<file path="src/rtl/orion_types.sv">
// Shared pipeline types for the orion core: memory-op encoding, stage bundles,
// and the store byte-lane helper used by the memory stage.
package orion_types;

  localparam int XLEN  = 32;
  localparam int ADDRW = 32;
  localparam int MASKW = 4;

  typedef enum logic [3:0] {
    MEM_NONE, LB, LH, LW, LBU, LHU, SB, SH, SW
  } mem_op_e;

  typedef enum logic {IDLE, WAIT_RSP} mem_state_e;

  typedef struct packed {
    logic [XLEN-1:0] pc;
    logic [31:0]     instr;
    logic [4:0]      rs1_s;
    logic [4:0]      rs2_s;
    logic [XLEN-1:0] rs1_v;
    logic [XLEN-1:0] rs2_v;
  } dbg_core_t;

  typedef struct packed {
    dbg_core_t        core;
    logic [ADDRW-1:0] mem_addr;
    logic [MASKW-1:0] mem_rmask;
    logic [MASKW-1:0] mem_wmask;
    logic [XLEN-1:0]  mem_rdata;
    logic [XLEN-1:0]  mem_wdata;
  } debug_t;

  typedef struct packed {
    logic            valid;
    logic [XLEN-1:0] alu_res;
    logic [4:0]      rd_s;
    logic            rd_we;
    mem_op_e         mem_op;
    logic [XLEN-1:0] st_data;
    dbg_core_t       debug;
  } ex_mem_t;

  typedef struct packed {
    logic            valid;
    logic            rd_we;
    logic [4:0]      rd_s;
    logic [XLEN-1:0] rd_v;
    debug_t          debug;
  } mem_wb_t;

  typedef struct packed {
    logic [MASKW-1:0] wmask;
    logic [XLEN-1:0]  wdata;
  } store_lanes_t;

  function automatic logic is_load_op(mem_op_e op);
    return op inside {LB, LH, LW, LBU, LHU};
  endfunction

  function automatic logic is_store_op(mem_op_e op);
    return op inside {SB, SH, SW};
  endfunction

  // Non-store ops return all zeros so callers can use the result unconditionally.
  function automatic store_lanes_t mem_store_lanes(mem_op_e op, logic [1:0] addr_lo,
                                                   logic [XLEN-1:0] st_data);
    store_lanes_t r;
    r = '0;
    case (op)
      SB: begin
        r.wmask = MASKW'(1) << addr_lo;
        r.wdata = {4{st_data[7:0]}};
      end
      SH: begin
        r.wmask = addr_lo[1] ? 4'b1100 : 4'b0011;
        r.wdata = {2{st_data[15:0]}};
      end
      SW: begin
        r.wmask = 4'b1111;
        r.wdata = st_data;
      end
      default: r = '0;
    endcase
    return r;
  endfunction

endpackage

</file>
<file path="src/rtl/mem_load_align.sv">
// Load-data lane selection and sign/zero extension; purely combinational.
module mem_load_align
  import orion_types::*;
(
  input  mem_op_e          mem_op_i,
  input  logic [1:0]       addr_lo_i,
  input  logic [XLEN-1:0]  rdata_i,
  output logic [XLEN-1:0]  value_o,
  output logic [MASKW-1:0] rmask_o
);

  logic [7:0]  byte_sel;
  logic [15:0] half_sel;

  assign byte_sel = rdata_i[8*addr_lo_i +: 8];
  assign half_sel = addr_lo_i[1] ? rdata_i[31:16] : rdata_i[15:0];

  // NOTE: every output gets a default first so no path through the case infers a latch.
  always_comb begin
    value_o = '0;
    rmask_o = '0;
    case (mem_op_i)
      LB, LBU: begin
        value_o = (mem_op_i == LB) ? {{24{byte_sel[7]}}, byte_sel} : {24'b0, byte_sel};
        rmask_o = MASKW'(1) << addr_lo_i;
      end
      LH, LHU: begin
        value_o = (mem_op_i == LH) ? {{16{half_sel[15]}}, half_sel} : {16'b0, half_sel};
        rmask_o = addr_lo_i[1] ? 4'b1100 : 4'b0011;
      end
      LW: begin
        value_o = rdata_i;
        rmask_o = 4'b1111;
      end
      default: ;
    endcase
  end

endmodule

</file>
<file path="src/rtl/mem_stage.sv">
// Pipeline memory-access stage: issues data-memory requests, stalls upstream
// while a load is outstanding, and registers the writeback bundle.
module mem_stage
  import orion_types::*;
(
  input  logic             clk_i,
  input  logic             rst_i,
  input  ex_mem_t          ex_mem_i,
  output logic             stall_o,
  output logic             dmem_req_valid_o,
  input  logic             dmem_req_ready_i,
  output logic [ADDRW-1:0] dmem_addr_o,
  output logic             dmem_we_o,
  output logic [MASKW-1:0] dmem_wmask_o,
  output logic [XLEN-1:0]  dmem_wdata_o,
  input  logic             dmem_rsp_valid_i,
  input  logic [XLEN-1:0]  dmem_rdata_i,
  output mem_wb_t          mem_wb_o
);

  mem_state_e   state_q, state_d;
  mem_wb_t      mem_wb_q, mem_wb_d;
  logic         is_load, is_store;
  store_lanes_t lanes;
  logic [XLEN-1:0]  load_val;
  logic [MASKW-1:0] load_rmask;
  debug_t       dbg;

  // Decode is gated by valid so a stale memory op can never issue a request.
  assign is_load  = ex_mem_i.valid && is_load_op(ex_mem_i.mem_op);
  assign is_store = ex_mem_i.valid && is_store_op(ex_mem_i.mem_op);
  assign lanes    = mem_store_lanes(ex_mem_i.mem_op, ex_mem_i.alu_res[1:0], ex_mem_i.st_data);

  mem_load_align u_align (
    .mem_op_i  (ex_mem_i.mem_op),
    .addr_lo_i (ex_mem_i.alu_res[1:0]),
    .rdata_i   (dmem_rdata_i),
    .value_o   (load_val),
    .rmask_o   (load_rmask)
  );

  always_comb begin
    dbg           = '0;
    dbg.core      = ex_mem_i.debug;
    dbg.mem_addr  = (is_load || is_store) ? ex_mem_i.alu_res : '0;
    dbg.mem_rmask = is_load ? load_rmask : '0;
    dbg.mem_wmask = lanes.wmask;
    dbg.mem_rdata = is_load ? dmem_rdata_i : '0;
    dbg.mem_wdata = lanes.wdata;
  end

  always_comb begin
    state_d          = state_q;
    mem_wb_d         = '0;
    stall_o          = 1'b0;
    dmem_req_valid_o = 1'b0;
    case (state_q)
      IDLE: begin
        if (is_load || is_store) begin
          dmem_req_valid_o = 1'b1;
          if (!dmem_req_ready_i) begin
            stall_o = 1'b1;
          end else if (is_store) begin
            mem_wb_d = '{valid: 1'b1, rd_we: 1'b0, rd_s: ex_mem_i.rd_s, rd_v: '0, debug: dbg};
          end else begin
            stall_o = 1'b1;
            state_d = WAIT_RSP;
          end
        end else if (ex_mem_i.valid) begin
          mem_wb_d = '{valid: 1'b1, rd_we: ex_mem_i.rd_we, rd_s: ex_mem_i.rd_s,
                       rd_v: ex_mem_i.alu_res, debug: dbg};
        end
      end
      WAIT_RSP: begin
        // Upstream is stalled, so ex_mem_i still describes the outstanding load.
        if (dmem_rsp_valid_i) begin
          mem_wb_d = '{valid: 1'b1, rd_we: ex_mem_i.rd_we, rd_s: ex_mem_i.rd_s,
                       rd_v: load_val, debug: dbg};
          state_d  = IDLE;
        end else begin
          stall_o = 1'b1;
        end
      end
      default: state_d = IDLE;
    endcase
  end

  assign dmem_addr_o  = {ex_mem_i.alu_res[ADDRW-1:2], 2'b00};
  assign dmem_we_o    = dmem_req_valid_o && is_store;
  assign dmem_wmask_o = dmem_req_valid_o ? lanes.wmask : '0;
  assign dmem_wdata_o = lanes.wdata;

  // NOTE: sequential state uses non-blocking assignments so every flop samples pre-edge values.
  always_ff @(posedge clk_i) begin
    if (!rst_i) begin
      state_q  <= IDLE;
      mem_wb_q <= '0;
    end else begin
      state_q  <= state_d;
      mem_wb_q <= mem_wb_d;
    end
  end

  assign mem_wb_o = mem_wb_q;

endmodule

</file>
<file path="config.mk">
export PLATFORM = sky130hd
export DESIGN_NAME = mem_stage
export DESIGN_NICKNAME = d
export VERILOG_FILES = /design/src/rtl/orion_types.sv /design/src/rtl/mem_load_align.sv /design/src/rtl/mem_stage.sv
export SDC_FILE = /design/constraint.sdc
export NUM_CORES = 1
export LEC_CHECK = 0
export ABC_AREA = 1
export BUFFER_PORTS_ARGS = -buffer_cell sky130_fd_sc_hd__buf_4
export CORE_AREA = 2 2 237 239
export CTS_CLUSTER_DIAMETER = 30
export DETAILED_ROUTE_END_ITERATION = 8
export DIE_AREA = 0 0 239 241
export PLACE_DENSITY_LB_ADDON = 0.25
export SLEW_MARGIN = 0
export SYNTH_ARGS = -nofsm -noshare
export SYNTH_HDL_FRONTEND = slang
export SYNTH_SLANG_ARGS = --single-unit
</file>
<file path="constraint.sdc">
create_clock -name clk_i -period 2 [get_ports clk_i]
set_clock_uncertainty 0.05 [all_clocks]
set_input_delay 0.4 -clock clk_i [delete_from_list [all_inputs] [get_ports clk_i]]
set_output_delay 0.4 -clock clk_i [all_outputs]
set_load 0.02 [all_outputs]
</file>
==> results of run 1 <==
==> stage by stage <==
| stage | setup TNS, ns | cell area [um2] |
|---|---|---|
| 3_5_place_dp | -0.0429 | 15900 |
| 6_report | 0 | 20600 |
| 2_1_floorplan | -0.269 | 10500 |
| 3_3_place_gp | 0 | 15900 |
| 4_1_cts | 0 | 20600 |
| 5_1_grt | -0.139 | 20600 |
==> Yosys cell counts <==
library cell / n / area share [%]
nor2_2: 2 / 0.12
nor3_1: 8 / 0.38
nand2_1: 231 / 8.3
conb_1: 1 / 0.036
clkinv_1: 2 / 0.072
inv_2: 1 / 0.036
nor2_1: 289 / 10
nand2_2: 4 / 0.24
buf_1: 7 / 0.25
o21ai_0: 3 / 0.14
a31oi_1: 4 / 0.24
buf_2: 22 / 1.1
a21oi_1: 58 / 2.8
buf_6: 7 / 0.75
nand3_2: 2 / 0.19
nand4_1: 37 / 2.2
o21ai_2: 1 / 0.084
nand3_1: 139 / 6.7
buf_4: 32 / 2.3
dfxtp_1: 282 / 54
clkbuf_1: 39 / 1.4
inv_1: 232 / 8.3
==> repair_timing <==
item / in CTS / in global routing
hold buffers: 171 / 0
pin swaps: 0 / 1
gates cloned: 0 / 0
setup buffers: 0 / 1
resized for setup: 5 / 15
endpoints found under the hold margin: 171 / 0
setup endpoints to repair: 6 / 8
==> worst max path at each step <==
stage,from,to,slack (ns),cells after the start
2_1_floorplan,ex_mem_i[173],dmem_wmask_o[0],-0.07,8
3_3_place_gp,ex_mem_i[170],mem_wb_o[257]$_SDFF_PN0_,0.004,10
3_5_place_dp,ex_mem_i[170],mem_wb_o[253]$_SDFF_PN0_,-0.02,10
4_1_cts,state_q$_SDFF_PN0_,dmem_wmask_o[1],0.003,4
5_1_grt,ex_mem_i[170],stall_o,-0.04,9
6_report,ex_mem_i[171],dmem_wmask_o[1],0.03,9
==> sequential cells by signal (all words and copies together), names as in the netlist <==
name / cells
state_q: 1
mem_wb_o: 281
==> cell usage in the layout (no fill, tap or decap), types with 8 or more instances in the layout <==
master         synthesis  routed
nor2_1               289     285
buf_4                 32     649
buf_12                 0      16
nand4_1               37      37
dfxtp_1              282     281
nor3_1                 8       8
nand2_1              231     227
dlygate4sd3_1          0     171
clkinv_2               0      14
a21oi_1               58      57
bufinv_16              0      16
nand3_1              139     137
clkbuf_16              0      80
inv_1                232     230
==> cells by family (layout without fill, tap and decap cells) <==
group	after synthesis	after routing	share of synthesized area [%]
buffers and inverters	342	1216	14.2
AO/OA/AOI/OAI	66	66	3.25
AND/OR/NAND/NOR	712	712	28.5
other	1	6	0.0359
flip-flops	282	282	54.0
==> critical path: stages <==
cell,delay (ns)
buf_4,0.14
inv_1,0.12
nand3_2,0.11
nand2_2,0.10
nand2_1,0.10
nand2_2,0.12
nand2_4,0.07
a31oi_1,0.17
buf_4,0.17
==> final cells by class <==
class,instances,area [um2],area share (%)
timing repair buffer,837,6920,33.5
multi-input combinational,780,3400,16.5
antenna,4,10.0,0.0485
clock inverter,51,778,3.77
tap,704,881,4.27
inverter,235,882,4.28
sequential,282,5650,27.4
clock buffer,93,2120,10.3
==> where the power goes <==
part           total, uW  internal, uW  switching [uW]  leakage [uW]
sequential          5900          5830            69.7       0.00230
combinational       2410          1130            1280       0.00714
clock              13600          9650            3910       0.00141
total              21900         16600            5260        0.0108
==> routing by layer <==
metal | vias up | share of wire [%]
li1 | 5885 | -
met1 | 5545 | 39
met2 | 567 | 50
met3 | 94 | 8.0
met4 | 4 | 3.0
met5 | - | 0.044
==> impl_metrics.toml, run 1 <==
[run_status]
status = "finished, final reports clean"

[global_routing]
grt_max_degree = 38
grt_pass1_wl_um = 73900
track_usage_pct = 17.1
grt_use_met3_pct = 5.04
grtUsageMet1_pct = 19.4
use_met2_pct = 29.8
antenna_found_initial = 6
grt_pass1_vias = 12100
busiest_layer = "met2"
grt-ovfl-total = 0

[floorplan]
start_util_pct = 19.0
fp.dieW_um = 239
core_um2 = 54900
die-area_um2 = 57600
die_h_um = 241
rows = 86
ios = 601

[hold_path]
holdPathEnd = "mem_wb_o[279]$_SDFF_PN0_"
hp-start = "ex_mem_i[174]"
holdPathStages = 3
min_path_type = "input port to register"

[finish]
final_nets = 2463
drive_gt1_share_pct = 36.4
post-route-util_pct = 37.6
syn_to_final_growth_pct = 97.5
fillers = 5512
layout.cells.non_filler = 2986

[critical_path]
regToRegSetupSlack_ns = 0.55
worstSetupEndpointType = "primary output"
reg2regPathDepth = 7
critPathMaxFanout = 5
worstPathRequired_ns = 1.55
start_kind = "input port"
arrival_ns = 1.52
path_class = "input port to primary output"
r2r-start = "state_q$_SDFF_PN0_"
r2r_end = "mem_wb_o[163]$_SDFF_PN0_"

[placed_design]
dp_worst_setup_slack_ns = -0.0195
detailed_place_hpwl_um = 39400
gp_congestion = 0.832
numPlacedInstances = 2666
io_buffers = 598

[timing]
setup_viol = 0
finalMaxSlewViolations = 0
report.final.hold_viol_count = 0
slew-limit-headroom_pct = 40.6
min_period_ns = 1.97
max_freq_mhz = 508
worstMarginPinSlew_ns = 0.890
period_share_pct = 98.5
setup_ws_ns = 0.0300
holdWs_ns = 0.0457

[drt]
drc_errors = 0
antenna_left = 0
drt_pass1_iterations = 5
wl_per_cell_um = 17.6
drt_wl_total_um = 52400
via_count = 12100
vias_per_cell = 4.05
dr.first_iter.drc_count = 641

[clock_network]
cts_max_path_buffers = 3
cts_tree = "done"
insertion_delay_ns = 0.57
numCtsBuffers = 78
cts_root_buf = "clkbuf_16"
cts_sinks = 282
clkTransAtPathRegs_ns = 0.04
cts_max_level = 3

[power_and_ir_drop]
p_per_area_nw_per_um2 = 1060
p_total_uw = 21900
p_leak_uw = 0.0108
ir_worst_vdd_v = 0.000741

[yosys]
synth_seq_cells = 282
syn_area_um2 = 10400
yosysWarnings = 0
synth_cells = 1403
synth-seq-area-share_pct = 54.0
yosys.cell_types.count = 22
synth.avg_cell_area_um2 = 7.45

[job]
max_cap_violations = 0
Power figures use the tool's default switching activity.
==> inputs of run 2 (changes only) <==
- CTS_BUF_LIST: unset -> sky130_fd_sc_hd__clkbuf_8 sky130_fd_sc_hd__clkbuf_16
==> impl_metrics.toml, run 2 (synthesis gave the netlist of run 1 again) <==
[floorplan]
rows = 86
fp.dieW_um = 239
core_um2 = 54900
start_util_pct = 19.0
ios = 601
die-area_um2 = 57600
die_h_um = 241

[clock_network]
cts_max_path_buffers = 3
cts_max_level = 3
cts_sinks = 282
clkTransAtPathRegs_ns = 0.04
numCtsBuffers = 78
insertion_delay_ns = 0.57
cts_root_buf = "clkbuf_16"
cts_tree = "done"

[global_routing]
grt_max_degree = 38
use_met2_pct = 29.8
grt_use_met3_pct = 5.04
track_usage_pct = 17.1
grt-ovfl-total = 0
grt_pass1_wl_um = 73900
grtUsageMet1_pct = 19.4
antenna_found_initial = 6
busiest_layer = "met2"
grt_pass1_vias = 12100

[placed_design]
io_buffers = 598
gp_congestion = 0.832
detailed_place_hpwl_um = 39400

[drt]
antenna_left = 0
dr.first_iter.drc_count = 640
vias_per_cell = 4.02
drt_wl_total_um = 52400
drc_errors = 0
via_count = 12000
wl_per_cell_um = 17.5
drt_pass1_iterations = 5

[finish]
largest_register_ffs = 281
syn_to_final_growth_pct = 97.5
final_nets = 2463
mostFrequentLayoutCells = "649 x buf_4, 285 x nor2_1, 281 x dfxtp_1"
drive_gt1_share_pct = 36.4
post-route-util_pct = 37.6
layout_commonest_cell = "buf_4"

[critical_path]
start_kind = "input port"
arrival_ns = 1.51
critPathMaxFanout = 5
worstSetupEndpointType = "primary output"
path_class = "input port to primary output"
worstPathRequired_ns = 1.55

[timing]
report.final.hold_viol_count = 0
period_share_pct = 98.2
max_freq_mhz = 509
min_period_ns = 1.96
finalMaxSlewViolations = 0
slew-limit-headroom_pct = 41.6
worstMarginPinSlew_ns = 0.876
setup_viol = 0

[hold_path]
min_path_type = "input port to register"

[run_status]
status = "finished, final reports clean"

[power_and_ir_drop]
ir_worst_vdd_v = 0.000741
p_per_area_nw_per_um2 = 1060
p_leak_uw = 0.0109
p_total_uw = 21800

[job]
max_cap_violations = 0
run 2: cell count changes in the layout (fill, tap and decap cells not counted):
| cell | previous run | this run |
|---|---|---|
| clkbuf_1 | 6 | 0 |
| inv_1 | 230 | 236 |
run 2: report_power, final:
| part | internal [uW] | switching, uW | total (uW) | leakage, uW |
|---|---|---|---|---|
| registers | 5830 | 69.8 | 5900 | 0.00230 |
| clock network | 9620 | 3910 | 13500 | 0.00143 |
| logic | 1130 | 1280 | 2400 | 0.00714 |
run 2: critical path, cell delays in order:
cell and delay (ns):
buf_4 0.14, inv_1 0.12, nand3_2 0.11, nand2_2 0.09, nand2_1 0.10, nand2_2 0.12
nand2_4 0.07, a31oi_1 0.18, buf_4 0.17
run 2: final cells by class:
class | count | area, um2
clock inverter | 57 | 801
multi-input combinational | 780 | 3400
antenna | 4 | 10.0
sequential | 282 | 5650
inverter | 235 | 882
tap | 704 | 881
fill | 5512 | 34200
clock buffer | 87 | 2100
timing repair buffer | 837 | 6920
run 2: metal layers:
layer,share of wire (%),wire (um)
met5,0.044,23
met4,3.0,1590
met3,8.6,4520
met2,49,25900
met1,39,20400
run 2: what timing repair did:
item,in CTS,in global routing
hold buffers,171,0
hold endpoints to repair,171,0
resized for setup,5,15
endpoints found under the setup margin,6,8
buffers inserted,0,1
pin swaps,0,1
run 2: path summary, 6_finish.rpt:
check                                        start  slack, ns  cells after the start                       end
worst min-delay path                 ex_mem_i[174]       0.05                      3  mem_wb_o[279]$_SDFF_PN0_
worst max-delay path                 ex_mem_i[171]       0.04                      9           dmem_wmask_o[1]
worst max register to register  state_q$_SDFF_PN0_       0.55                      7  mem_wb_o[163]$_SDFF_PN0_
worst min register to register  state_q$_SDFF_PN0_       0.61                      2        state_q$_SDFF_PN0_
run 2: metrics by stage:
step | setup slack (ns) | hold WS (ns) | setup TNS [ns] | cells | instance area [um2]
6_report | 0.0354 | 0.0459 | 0 | 2986 | 20600
4_1_cts | 0.00307 | 0.00244 | 0 | 2981 | 20600
2_1_floorplan | -0.0673 | 0.462 | -0.269 | 1404 | 10500
5_1_grt | -0.0414 | 0.0331 | -0.139 | 2986 | 20600
3_3_place_gp | 0.00389 | 0.563 | 0 | 2666 | 15900
3_5_place_dp | -0.0195 | 0.568 | -0.0429 | 2666 | 15900
==> inputs of run 3 (changes only) <==
- SLEW_MARGIN: 0 -> unset
- clock period: 2 -> 2.1 ns (I/O delays scaled with it)
==> impl_metrics.toml, run 3 (synthesis gave the netlist of run 1 again) <==
[critical_path]
cpMaxStageDelayCell = "buf_4"
critPathMaxFanout = 24
arrival_ns = 1.54
crit_end = "dmem_wdata_o[29]"
start_kind = "input port"
worstSetupEndpointType = "primary output"
critical_path_depth = 7
crit_path_cell_trace = "buf_4 -> inv_1 -> nor2_2 -> buf_4 -> nand3_1 -> nand3_1 -> buf_4"
path_buf_inv = 4
r2r-start = "state_q$_SDFF_PN0_"
path_class = "input port to primary output"
r2r_end = "mem_wb_o[170]$_SDFF_PN0_"
startpoint = "ex_mem_i[173]"
worstPathRequired_ns = 1.63
cp_common_cell = "buf_4"
reg2regPathDepth = 6
regToRegSetupSlack_ns = 0.67
cpPeakStageDelay_ns = 0.30
critPathTopFamily = "buffers and inverters"

[timing]
tns_ns = 0
period_share_pct = 95.7
setup_viol = 0
max_freq_mhz = 498
report.final.hold_viol_count = 0
finalMaxSlewViolations = 0
worstMarginPinSlew_ns = 0.896
min_period_ns = 2.01
slew-limit-headroom_pct = 40.2
rsz0062_at_grt = "no"

[finish]
mostFrequentLayoutCells = "638 x buf_4, 284 x nor2_1, 281 x dfxtp_1"
fin_area_um2 = 20500
layout_commonest_cell = "buf_4"
fillers = 5559
largest_register_ffs = 281
layout.cells.non_filler = 2979
multi_input_area_um2 = 3370
regArea_um2 = 5650
final_nets = 2455
syn_to_final_growth_pct = 96.5
drive_gt1_share_pct = 36.3

[floorplan]
rows = 86
die-area_um2 = 57600
fp.dieW_um = 239
core_um2 = 54900
die_h_um = 241
start_util_pct = 19.0
ios = 601

[drt]
vias_per_cell = 4.02
drc_errors = 0
drt_wl_total_um = 51400
via_count = 12000
wl_per_cell_um = 17.3
dr.first_iter.drc_count = 658
drt_pass1_iterations = 6
antenna_left = 0

[global_routing]
grt_max_degree = 38
track_usage_pct = 17.0
grt_pass1_wl_um = 73400
grt-ovfl-total = 0
antenna_found_initial = 6
grt_pass1_vias = 12000

[clock_network]
cts_sinks = 282
cts_max_level = 3
cts_max_path_buffers = 3
cts_root_buf = "clkbuf_16"
numCtsBuffers = 85
clkTransAtPathRegs_ns = 0.04
cts_tree = "done"
insertion_delay_ns = 0.58

[placed_design]
io_buffers = 598
numPlacedInstances = 2654
placed_area_um2 = 15800
detailed_place_hpwl_um = 38300
gp_congestion = 0.856

[power_and_ir_drop]
ir_worst_vdd_v = 0.000590
p_per_area_nw_per_um2 = 1020
p_leak_uw = 0.0109

[hold_path]
min_path_type = "input port to register"

[job]
max_cap_violations = 0

[run_status]
status = "finished, final reports clean"
run 3: changes by cell type in the layout (fill, tap and decap cells not counted), moves of 3 or more:
cell,change
buf_4,-11
nor2_2,+3
clkinvlp_4,-4
clkbuf_8,+4
clkinv_2,+8
dlygate4sd3_1,-3
clkbuf_16,+5
bufinv_16,-4
run 3: layout make-up:
| cell class | instances | area share [%] |
|---|---|---|
| Sequential cell | 282 | 27.5 |
| Inverter | 235 | 4.30 |
| Antenna cell | 3 | 0.0366 |
| Tap cell | 704 | 4.29 |
| Timing Repair Buffer | 822 | 33.0 |
| Clock buffer | 96 | 11.1 |
| Clock inverter | 57 | 3.38 |
| Multi-Input combinational cell | 780 | 16.4 |
run 3: how the worst min path moves through the flow:
stage | startpoint | endpoint | slack [ns] | cells after the start
detailed placement | ex_mem_i[45] | mem_wb_o[149]$_SDFF_PN0_ | 0.59 | 3
finish | ex_mem_i[69] | mem_wb_o[173]$_SDFF_PN0_ | 0.04 | 3
global route | ex_mem_i[3] | mem_wb_o[107]$_SDFF_PN0_ | 0.02 | 3
floorplan | ex_mem_i[0] | mem_wb_o[104]$_SDFF_PN0_ | 0.48 | 2
CTS | dmem_rdata_i[0] | mem_wb_o[32]$_SDFF_PN0_ | 0.0003 | 3
global placement | ex_mem_i[64] | mem_wb_o[168]$_SDFF_PN0_ | 0.58 | 3
run 3: report_power, final:
group | leakage, uW | total (uW) | internal, uW | switching [uW]
combinational | 0.00706 | 2240 | 1050 | 1190
sequential | 0.00230 | 5620 | 5560 | 59.3
clock | 0.00150 | 13100 | 9220 | 3840
total | 0.0109 | 20900 | 15800 | 5090
run 3: through the flow:
stage	hold slack [ns]	worst slack, ns	util, %	total power [uW]
6_report	0.0429	0.0911	37.4	20900
5_1_grt	0.0166	0.00618	37.4	21700
4_1_cts	0.000263	0.0103	37.3	21200
3_5_place_dp	0.591	-0.0213	28.8	7680
3_3_place_gp	0.584	0.0162	28.8	7670
2_1_floorplan	0.482	-0.00727	-	6580
run 3: what timing repair did:
action / 4_1_cts / 5_1_grt
endpoints found under the hold margin: 168 / 0
endpoints found under the setup margin: 9 / 8
hold buffers: 168 / 0
setup buffers: 1 / 0
resized for setup: 4 / 12
run 3: metal layers:
layer | up-vias | part of all wire, % | track usage, %
met5 | - | 0.058 | 0
li1 | 5866 | - | -
met1 | 5466 | 39 | 19.2
met4 | 4 | 3.4 | 8.16
met2 | 534 | 49 | 29.2
met3 | 102 | 8.3 | 5.31
run 3: worst register-to-register path: cells and delay by family (launching register included):
| family | cells | cell delay (ns) |
|---|---|---|
| simple gates | 3 | 0.35 |
| buf+inv | 2 | 0.35 |
| flops | 1 | 0.36 |
| compound gates | 1 | 0.22 |
